--- config.mk ---
export PLATFORM = sky130hd
export DESIGN_NAME = sdram_req_arbiter
export DESIGN_NICKNAME = d
export VERILOG_FILES = /design/src/rtl/drfm_pkg.sv /design/src/rtl/sdram_req_arbiter_sample_ring_ptrs.sv /design/src/rtl/sdram_req_arbiter.sv
export SDC_FILE = /design/constraint.sdc
export NUM_CORES = 1
export LEC_CHECK = 0
export ABC_AREA = 1
export CAP_MARGIN = 15
export CORE_ASPECT_RATIO = 0.7
export CORE_MARGIN = 3
export CORE_UTILIZATION = 59
export DETAILED_ROUTE_END_ITERATION = 16
export PLACE_DENSITY = 0.94
export SLEW_MARGIN = 30
export SYNTH_ARGS = -nofsm -noshare
export SYNTH_HDL_FRONTEND = slang
export SYNTH_SLANG_ARGS = --single-unit
--- constraint.sdc ---
create_clock -name CLK -period 5.31 [get_ports CLK]
set_input_delay 1.062 -clock CLK [delete_from_list [all_inputs] [get_ports CLK]]
set_output_delay 1.062 -clock CLK [all_outputs]
set_load 0.1 [all_outputs]
--- src/rtl/drfm_pkg.sv ---
// Shared constants for the DRFM sample buffer: SDRAM geometry, ring placement
// and the arbiter state encoding used by the SDRAM and PWM blocks.
package drfm_pkg;

    localparam int DRFM_ADDR_W     = 24;
    localparam int DRFM_DATA_W     = 16;
    localparam int DRFM_BUF_WORDS  = 1048576;
    localparam int DRFM_BASE_ADDR  = 0;
    localparam int DRFM_STARVE_MAX = 64;

    typedef enum logic [1:0] {
        ST_IDLE    = 2'd0,
        ST_REQ     = 2'd1,
        ST_WAIT_RD = 2'd2
    } arb_state_e;

    // Counter/pointer width for a modulus of 'words'; never narrower than one bit.
    function automatic int ptr_width(input int words);
        return (words <= 2) ? 1 : $clog2(words);
    endfunction

endpackage

--- src/rtl/sdram_req_arbiter_sample_ring_ptrs.sv ---
// Circular sample buffer bookkeeping: write/read pointers that wrap modulo
// BUF_WORDS and a non-wrapping fill level with full/empty flags.
module sample_ring_ptrs
    import drfm_pkg::*;
#(
    parameter int ADDR_W    = DRFM_ADDR_W,
    parameter int BUF_WORDS = DRFM_BUF_WORDS,
    parameter int PTR_W     = ptr_width(DRFM_BUF_WORDS)
) (
    input  logic             CLK,
    input  logic             reset,
    input  logic             wr_inc,
    input  logic             rd_inc,
    output logic [PTR_W-1:0] wr_ptr,
    output logic [PTR_W-1:0] rd_ptr,
    output logic [ADDR_W:0]  level,
    output logic             full,
    output logic             empty
);

    localparam int LEVEL_W = ADDR_W + 1;

    logic [PTR_W-1:0]   wr_ptr_q;
    logic [PTR_W-1:0]   wr_ptr_d;
    logic [PTR_W-1:0]   rd_ptr_q;
    logic [PTR_W-1:0]   rd_ptr_d;
    logic [LEVEL_W-1:0] level_q;
    logic [LEVEL_W-1:0] level_d;

    always_comb begin
        wr_ptr_d = wr_ptr_q;
        rd_ptr_d = rd_ptr_q;
        level_d  = level_q;
        if (wr_inc) begin
            wr_ptr_d = wr_ptr_q + PTR_W'(1);
        end
        if (rd_inc) begin
            rd_ptr_d = rd_ptr_q + PTR_W'(1);
        end
        // Only one transaction is in flight, but a simultaneous inc/dec still nets to zero.
        if (wr_inc && !rd_inc) begin
            level_d = level_q + LEVEL_W'(1);
        end else if (rd_inc && !wr_inc) begin
            level_d = level_q - LEVEL_W'(1);
        end
    end

    always_ff @(posedge CLK) begin
        if (reset) begin
            wr_ptr_q <= '0;
            rd_ptr_q <= '0;
            level_q  <= '0;
        end else begin
            wr_ptr_q <= wr_ptr_d;
            rd_ptr_q <= rd_ptr_d;
            level_q  <= level_d;
        end
    end

    assign wr_ptr = wr_ptr_q;
    assign rd_ptr = rd_ptr_q;
    assign level  = level_q;
    assign full   = (level_q == LEVEL_W'(BUF_WORDS));
    assign empty  = (level_q == '0);

endmodule

--- src/rtl/sdram_req_arbiter.sv ---
// Shares the single SDRAM controller port between capture writes and PWM
// playback reads, one transaction at a time, over a circular sample buffer.
module sdram_req_arbiter
    import drfm_pkg::*;
#(
    parameter int ADDR_W     = DRFM_ADDR_W,
    parameter int DATA_W     = DRFM_DATA_W,
    parameter int BUF_WORDS  = DRFM_BUF_WORDS,
    parameter int BASE_ADDR  = DRFM_BASE_ADDR,
    parameter int STARVE_MAX = DRFM_STARVE_MAX
) (
    input  logic              CLK,
    input  logic              reset,
    input  logic              cap_en,
    input  logic              pb_en,
    input  logic              cap_valid,
    input  logic [DATA_W-1:0] cap_data,
    output logic              cap_ready,
    input  logic              pb_req,
    output logic [DATA_W-1:0] pb_data,
    output logic              pb_valid,
    output logic              ctl_req,
    output logic              ctl_we,
    output logic [ADDR_W-1:0] ctl_addr,
    output logic [DATA_W-1:0] ctl_wdata,
    input  logic              ctl_ack,
    input  logic              ctl_rvalid,
    input  logic [DATA_W-1:0] ctl_rdata,
    output logic [ADDR_W:0]   level,
    output logic              underrun,
    output logic              overrun,
    output logic              late
);

    localparam int PTR_W = ptr_width(BUF_WORDS);
    localparam int CNT_W = ptr_width(STARVE_MAX + 1);

    arb_state_e        state_q;
    arb_state_e        state_d;
    logic              rd_pend_q;
    logic              rd_pend_d;
    logic              stg_full_q;
    logic              stg_full_d;
    logic [DATA_W-1:0] stg_data_q;
    logic [DATA_W-1:0] stg_data_d;
    logic [CNT_W-1:0]  starve_q;
    logic [CNT_W-1:0]  starve_d;
    logic              ctl_we_q;
    logic              ctl_we_d;
    logic [ADDR_W-1:0] ctl_addr_q;
    logic [ADDR_W-1:0] ctl_addr_d;
    logic [DATA_W-1:0] ctl_wdata_q;
    logic [DATA_W-1:0] ctl_wdata_d;
    logic [DATA_W-1:0] pb_data_q;
    logic [DATA_W-1:0] pb_data_d;
    logic              pb_valid_q;
    logic              pb_valid_d;
    logic              underrun_q;
    logic              underrun_d;
    logic              overrun_q;
    logic              overrun_d;
    logic              late_q;
    logic              late_d;

    logic              wr_done;
    logic              rd_done;
    logic [PTR_W-1:0]  wr_ptr;
    logic [PTR_W-1:0]  rd_ptr;
    logic [ADDR_W:0]   level_w;
    logic              full;
    logic              empty;

    logic              cap_fire;
    logic              pb_fire;
    logic              starved;
    logic              rd_win;
    logic              wr_win;

    sample_ring_ptrs #(
        .ADDR_W    (ADDR_W),
        .BUF_WORDS (BUF_WORDS),
        .PTR_W     (PTR_W)
    ) u_ring (
        .CLK    (CLK),
        .reset  (reset),
        .wr_inc (wr_done),
        .rd_inc (rd_done),
        .wr_ptr (wr_ptr),
        .rd_ptr (rd_ptr),
        .level  (level_w),
        .full   (full),
        .empty  (empty)
    );

    // Staging must be empty, so level+staged < BUF_WORDS reduces to !full.
    assign cap_ready = cap_en && !stg_full_q && !full && !reset;
    assign cap_fire  = cap_valid && cap_ready;
    assign pb_fire   = pb_req && pb_en;

    // Reads win by default; a write that has waited STARVE_MAX cycles takes the next slot.
    assign starved = stg_full_q && (starve_q == CNT_W'(STARVE_MAX));
    assign rd_win  = rd_pend_q && !empty && !starved;
    assign wr_win  = !rd_win && stg_full_q;

    always_comb begin
        state_d     = state_q;
        rd_pend_d   = rd_pend_q;
        stg_full_d  = stg_full_q;
        stg_data_d  = stg_data_q;
        starve_d    = starve_q;
        ctl_we_d    = ctl_we_q;
        ctl_addr_d  = ctl_addr_q;
        ctl_wdata_d = ctl_wdata_q;
        pb_data_d   = pb_data_q;
        pb_valid_d  = 1'b0;
        underrun_d  = underrun_q;
        overrun_d   = overrun_q;
        late_d      = late_q;
        wr_done     = 1'b0;
        rd_done     = 1'b0;

        if (cap_en && cap_valid && full) begin
            overrun_d = 1'b1;
        end
        if (cap_fire) begin
            stg_full_d = 1'b1;
            stg_data_d = cap_data;
        end

        unique case (state_q)
            ST_IDLE: begin
                if (rd_win) begin
                    state_d    = ST_REQ;
                    ctl_we_d   = 1'b0;
                    ctl_addr_d = ADDR_W'(BASE_ADDR) + ADDR_W'(rd_ptr);
                    rd_pend_d  = 1'b0;
                end else if (wr_win) begin
                    state_d     = ST_REQ;
                    ctl_we_d    = 1'b1;
                    ctl_addr_d  = ADDR_W'(BASE_ADDR) + ADDR_W'(wr_ptr);
                    ctl_wdata_d = stg_data_q;
                end
                // Underrun needs no bus slot, so it resolves alongside any write grant.
                if (rd_pend_q && empty) begin
                    underrun_d = 1'b1;
                    rd_pend_d  = 1'b0;
                    pb_valid_d = 1'b1;
                end
            end
            ST_REQ: begin
                if (ctl_ack) begin
                    if (ctl_we_q) begin
                        wr_done    = 1'b1;
                        stg_full_d = 1'b0;
                        state_d    = ST_IDLE;
                    end else begin
                        state_d = ST_WAIT_RD;
                    end
                end
            end
            ST_WAIT_RD: begin
                if (ctl_rvalid) begin
                    pb_data_d  = ctl_rdata;
                    pb_valid_d = 1'b1;
                    rd_done    = 1'b1;
                    state_d    = ST_IDLE;
                end
            end
            default: begin
                state_d = ST_IDLE;
            end
        endcase

        // A repeat request while one is still pending is merged into it.
        if (pb_fire) begin
            if (rd_pend_q) begin
                late_d = 1'b1;
            end else begin
                rd_pend_d = 1'b1;
            end
        end

        if (state_q == ST_IDLE && wr_win) begin
            starve_d = '0;
        end else if (stg_full_q && !(state_q == ST_REQ && ctl_we_q) && !starved) begin
            starve_d = starve_q + CNT_W'(1);
        end
    end

    always_ff @(posedge CLK) begin
        if (reset) begin
            state_q     <= ST_IDLE;
            rd_pend_q   <= 1'b0;
            stg_full_q  <= 1'b0;
            stg_data_q  <= '0;
            starve_q    <= '0;
            ctl_we_q    <= 1'b0;
            ctl_addr_q  <= '0;
            ctl_wdata_q <= '0;
            pb_data_q   <= '0;
            pb_valid_q  <= 1'b0;
            underrun_q  <= 1'b0;
            overrun_q   <= 1'b0;
            late_q      <= 1'b0;
        end else begin
            state_q     <= state_d;
            rd_pend_q   <= rd_pend_d;
            stg_full_q  <= stg_full_d;
            stg_data_q  <= stg_data_d;
            starve_q    <= starve_d;
            ctl_we_q    <= ctl_we_d;
            ctl_addr_q  <= ctl_addr_d;
            ctl_wdata_q <= ctl_wdata_d;
            pb_data_q   <= pb_data_d;
            pb_valid_q  <= pb_valid_d;
            underrun_q  <= underrun_d;
            overrun_q   <= overrun_d;
            late_q      <= late_d;
        end
    end

    assign ctl_req   = (state_q == ST_REQ) && !reset;
    assign ctl_we    = ctl_we_q;
    assign ctl_addr  = ctl_addr_q;
    assign ctl_wdata = ctl_wdata_q;
    assign pb_data   = pb_data_q;
    assign pb_valid  = pb_valid_q;
    assign level     = level_w;
    assign underrun  = underrun_q;
    assign overrun   = overrun_q;
    assign late      = late_q;

endmodule
# == Yosys cells after proc, flatten, opt, wreduce, memory -nomap -nowiden ==
# Index checks and enable logic that the tools add are counted.
# classes
n_addsub,5
bitwise,1
n_reduce_logical,39
eq_ne,7
n_mux,28
# op_table
cell,n
2-to-1 mux 25 bit,2
2-to-1 mux 24 bit,2
"adder 20 x 1 -> 20 bit, second input constant",2
"adder 25 x 1 -> 25 bit, second input constant",1
"equality test 25 x 21 -> 1 bit, second input constant",1
zero test 25 bit,1
"subtractor 25 x 1 -> 25 bit, second input constant",1
logical AND 1 bit,19
2-to-1 mux 1 bit,17
2-to-1 mux 2 bit,5
zero test 1 bit,9
AND reduction 2 bit,4
"adder 7 x 1 -> 7 bit, second input constant",1
"equality test 7 bit, second input constant",1
one-hot mux 2 bit (3 select lines),1
AND reduction 3 bit,2
"!= test 2 bit, second input constant",2
nonzero test 2 bit,2
"!= test 3 bit, second input constant",1
"equality test 2 x 1 -> 1 bit, second input constant",1
"equality test 2 bit, second input constant",1
zero test 2 bit,1
one-hot mux 1 bit (2 select lines),1
OR reduction 2 bit,1
NOT 1 bit,1
# word_totals
word_cells,96
out_inout_bits,88
input_bits,40
reg_bits,153

# == Logic depth before layout (Yosys ltp) ==
# depth
ltp_word,9
mapped_depth,19
depth_no_buf,19

# == Modules after synthesis ==
# From an unflattened synthesis, not the netlist that was laid out.
# unflattened
cells_unflattened,1312
area_unflattened_um2,8380.5
# modules_own_cells
mod,cells_per_inst,n_inst,area_each_um2,seq_area_each_um2
sample_ring_ptrs,779,1,4698.3,1301.2
sdram_req_arbiter,533,1,3682.3,1681.6

# == Worst setup path after synthesis ==
# No wires, ideal clock.
# synth_path
path_type,input to output
start,input reset
end,output ctl_req
path_slack_ns,0.736
path_stages,3
n_path_buf,2
required_ns,4.248
t_arrival_ns,3.512
cell_sequence,clkbuf_1 clkbuf_1 nor3_1
# synth_between
elab_chain_cells,2
# synth_lines
element,line_no,rtl
from (decl),sdram_req_arbiter.sv:13,"input logic reset,"
zero test 1 bit,sdram_req_arbiter.sv:222,assign ctl_req = (state_q == ST_REQ) && !reset;
logical AND 1 bit,sdram_req_arbiter.sv:222,
to (decl),sdram_req_arbiter.sv:22,"output logic ctl_req,"
# No other way between the ends.

# == Worst setup path after layout ==
# layout_path
start,input reset
end,output cap_ready
# layout_between
elab_chain_cells,2
# layout_lines
element,line_no,rtl
zero test 1 bit,sdram_req_arbiter.sv:96,assign cap_ready = cap_en && !stg_full_q && !full && !reset;
logical AND 1 bit,sdram_req_arbiter.sv:96,
to (decl),sdram_req_arbiter.sv:18,"output logic cap_ready,"
# No other way between the ends.

==> impl_metrics.env <==
export IMPL_clk_latency_ps=420
export IMPL_path_clk_slew_ps=60
export IMPL_crit_path_top_delay_cell="buf_4"
export IMPL_grt_pass1_vias=7947
export IMPL_crit_buf_inv=5
export IMPL_postRouteAntennaNets=0
export IMPL_crit_chain="buf_2 -> buf_4 -> clkinv_1 -> nand3_1 -> a31oi_2 -> buf_4 -> buf_4"
export IMPL_ys_ff_latch=149
export IMPL_cts_tree="done"
export IMPL_root_buffer="clkbuf_16"
export IMPL_place_ws_ps=1267
export IMPL_dp_hpwl_um=15680
export IMPL_vias=8597
export IMPL_cts_resized=0
export IMPL_critPathKind="input pin to primary output"
export IMPL_hold_path_depth=2
export IMPL_syn_avg_cell_area_um2=6.530
export IMPL_async_flop_share=0
export IMPL_cp_required_ps=4250
export IMPL_die_x_um=146.0
export IMPL_netlist_instances=1239
export IMPL_std_cell_rows=35
export IMPL_r2r_start="state_q[1]$_SDFFE_PP0P_"
export IMPL_yosysSeqAreaShare=0.3687
export IMPL_min_from="stg_data_q[1]$_SDFFE_PP0P_"
export IMPL_start_kind="input pin"
export IMPL_reg2reg_depth=15
export IMPL_drt_first_pass_iters=6
export IMPL_start_util=0.6097
export IMPL_portBuffers=123
export IMPL_timing_rr_end="u_ring.level[20]$_SDFFE_PP0P_"
export IMPL_io_pins=128
export IMPL_cp_max_fo=79
export IMPL_grt_use_total=0.2995
export IMPL_overflow=0
export IMPL_period_share=0.7273
export IMPL_critPathArrivalTime_ps=2800
export IMPL_cts_sinks=149
export IMPL_hp_class="flip-flop to flip-flop"
export IMPL_die_height_um=104.0
export IMPL_area_growth_pct=23.63
export IMPL_setup_ws_ps=1448
export IMPL_syn_area_um2=8090
export IMPL_finalSetupViolations=0
export IMPL_synth_edf_count=0
export IMPL_drc=0
export IMPL_hold_viol_final=0
export IMPL_fin_tns_setup_ps=0
export IMPL_fp_coreArea_um2=13270
export IMPL_wl_um=23200
export IMPL_finClkSkew_ps=7.422
export IMPL_wl_per_cell_um=15.02
export IMPL_antenna_found_initial=0
export IMPL_max_freq_mhz=258.9
export IMPL_leakage_nw=4.345
export IMPL_layout_min_cycle_time_ps=3862
export IMPL_yosys_warnings=0
export IMPL_drive_gt1_frac=0.04853
export IMPL_cts_buffers=17
export IMPL_r2r_slack_ps=2080
export IMPL_fin_total_pwr_w=0.005432
export IMPL_tightest_slew_ps=1027
export IMPL_routed_via_density=5.564
export IMPL_synth_cell_type_count=41
export IMPL_peakVddDrop_mv=0.3148
export IMPL_critical_path_max_stage_delay_ps=700
export IMPL_whs_endpoint="stg_data_q[1]$_SDFFE_PP0P_"
export IMPL_rsz0062_at_grt="no"
export IMPL_num_antenna_cells=0
export IMPL_drt_iter0_drc=1005
export IMPL_crit_top_cell="buf_4"
export IMPL_clockBufferDepth=2
export IMPL_status="completed"
export IMPL_htree_levels=4
export IMPL_grt_pass1_wl_um=38270
export IMPL_cp_depth=7
export IMPL_grt_max_degree=80
export IMPL_gp_congestion=0.9736
export IMPL_ys_flop_type="dfxtp_1"
export IMPL_powerDensity_nw_per_um2=543.1
export IMPL_critPathCaptureType="primary output"
export IMPL_relSlewSlack=0.3134
export IMPL_post_cts_buffers=0
export IMPL_die_area_um2=15180
export IMPL_drv_slew=0
export IMPL_nets=1416
export IMPL_critPathTopFamily="buffers and inverters"
export IMPL_maxCapViolations=0
export IMPL_holdBufCountCts=0
-- per-layer routing --
metal | track usage | wire length (um) | vias to the layer above
met5 | 0 | 0 | -
met4 | 0.07927 | 267 | 0
met3 | 0.08711 | 2499 | 32
met2 | 0.4627 | 10190 | 535
met1 | 0.4114 | 10250 | 3874
li1 | - | - | 4156
-- metrics by stage --
| step | hold slack (ps) | instance area [um2] | cells | util |
|---|---|---|---|---|
| 3_5_place_dp | 449.7 | 9413 | 1513 | 0.7094 |
| 3_3_place_gp | 438.3 | 9413 | 1513 | 0.7094 |
| 4_1_cts | 459.7 | 10010 | 1545 | 0.7542 |
| 2_1_floorplan | 437.0 | 8102 | 1242 | - |
| 5_1_grt | 478.1 | 10000 | 1545 | 0.7538 |
| 6_report | 462.2 | 10000 | 1545 | 0.7538 |
-- final cells by class --
type | count | area (um2)
clock buffers | 17 | 425.4
clock inverters | 15 | 168.9
fillers | 992 | 3267
inverters | 181 | 679.4
multi-input cells | 868 | 4243
flip-flops and latches | 149 | 2983
well taps | 185 | 231.5
repair buffers | 130 | 1271
-- flip-flops by register name, summed over array words and instances (netlist names) --
signal / count
pb_data: 16
ctl_addr: 20
ctl_we: 1
overrun: 1
late: 1
stg_full_q: 1
starve_q: 7
u_ring.wr_ptr: 20
u_ring.level: 25
rd_pend_q: 1
state_q: 2
ctl_wdata: 16
pb_valid: 1
underrun: 1
stg_data_q: 16
u_ring.rd_ptr: 20
-- cells by family after synthesis --
kind of cell / count (synthesis) / synth area share
simple gates: 628 / 0.3351
buf+inv: 225 / 0.1083
compound gates: 190 / 0.1233
flops: 149 / 0.3687
fa+ha+maj: 29 / 0.04578
xor+xnor: 17 / 0.01840
other cells: 1 / 0.0004635
-- synth_stat cells (3+ instances only) --
| cell type | count | area (um2) |
|---|---|---|
| nor2_1 | 167 | 626.9 |
| nand4_1 | 24 | 150.1 |
| inv_2 | 3 | 11.26 |
| dfxtp_1 | 149 | 2983 |
| nand2_1 | 298 | 1119 |
| ha_1 | 28 | 350.3 |
| inv_1 | 176 | 660.6 |
| a31oi_1 | 3 | 18.77 |
| nor2_4 | 6 | 67.56 |
| buf_2 | 6 | 30.03 |
| clkbuf_1 | 28 | 105.1 |
| nor3b_1 | 4 | 30.03 |
| xnor2_1 | 3 | 26.28 |
| o21ai_0 | 58 | 290.3 |
| xor2_1 | 14 | 122.6 |
| buf_4 | 6 | 45.04 |
| nand3_1 | 90 | 450.4 |
| a21oi_1 | 115 | 575.6 |
| nor3_1 | 22 | 110.1 |
| buf_1 | 3 | 11.26 |
| o21a_1 | 6 | 45.04 |
-- report_power, final --
part           internal, W  switching, W  total (W)
Sequential         0.00125      0.000101    0.00135
Combinational     0.000757       0.00209    0.00285
Clock             0.000705      0.000524    0.00123
Total              0.00271       0.00272    0.00543
-- cells in the final DEF, fill, tap and decap left out, drive strengths merged --
cell type,count
inv,185
xor2,14
clkdlybuf4s50,120
or2,2
xnor2,3
nand2,302
a21o,1
nor4,3
nor2,175
a221oi,1
o21a,6
a41oi,1
clkinvlp,2
dfxtp,149
conb,4
a211oi,2
nor3b,4
nand3b,1
clkbuf,17
a31oi,4
bufinv,2
nand3,94
buf,10
nand4,24
o21bai,2
nor3,23
a21oi,115
fa,1
clkinv,7
o21ai,58
ha,28
-- worst register-to-register path, cell delays in order (launching register included) --
cell and delay [ps]:
dfxtp_1 400, nor2_4 210, nand3_4 160, inv_1 170
ha_1 270, inv_1 70, buf_4 230, ha_1 450
nand2_1 130, nor2_1 180, nor3b_1 300, nand3_1 200
nand4_1 140, nand3_1 80, nand2_1 80, inv_1 40
-- how the worst max path moves through the flow --
stage | from | to | slack (ps)
4_1_cts | reset | cap_ready | 1470
2_1_floorplan | reset | ctl_req | 740
3_5_place_dp | ctl_ack | u_ring.level[17]$_SDFFE_PP0P_ | 1270
6_report | reset | cap_ready | 1450
3_3_place_gp | ctl_ack | u_ring.level[17]$_SDFFE_PP0P_ | 1350
5_1_grt | reset | cap_ready | 1330
No activity file was read; power rests on OpenSTA's default activity.
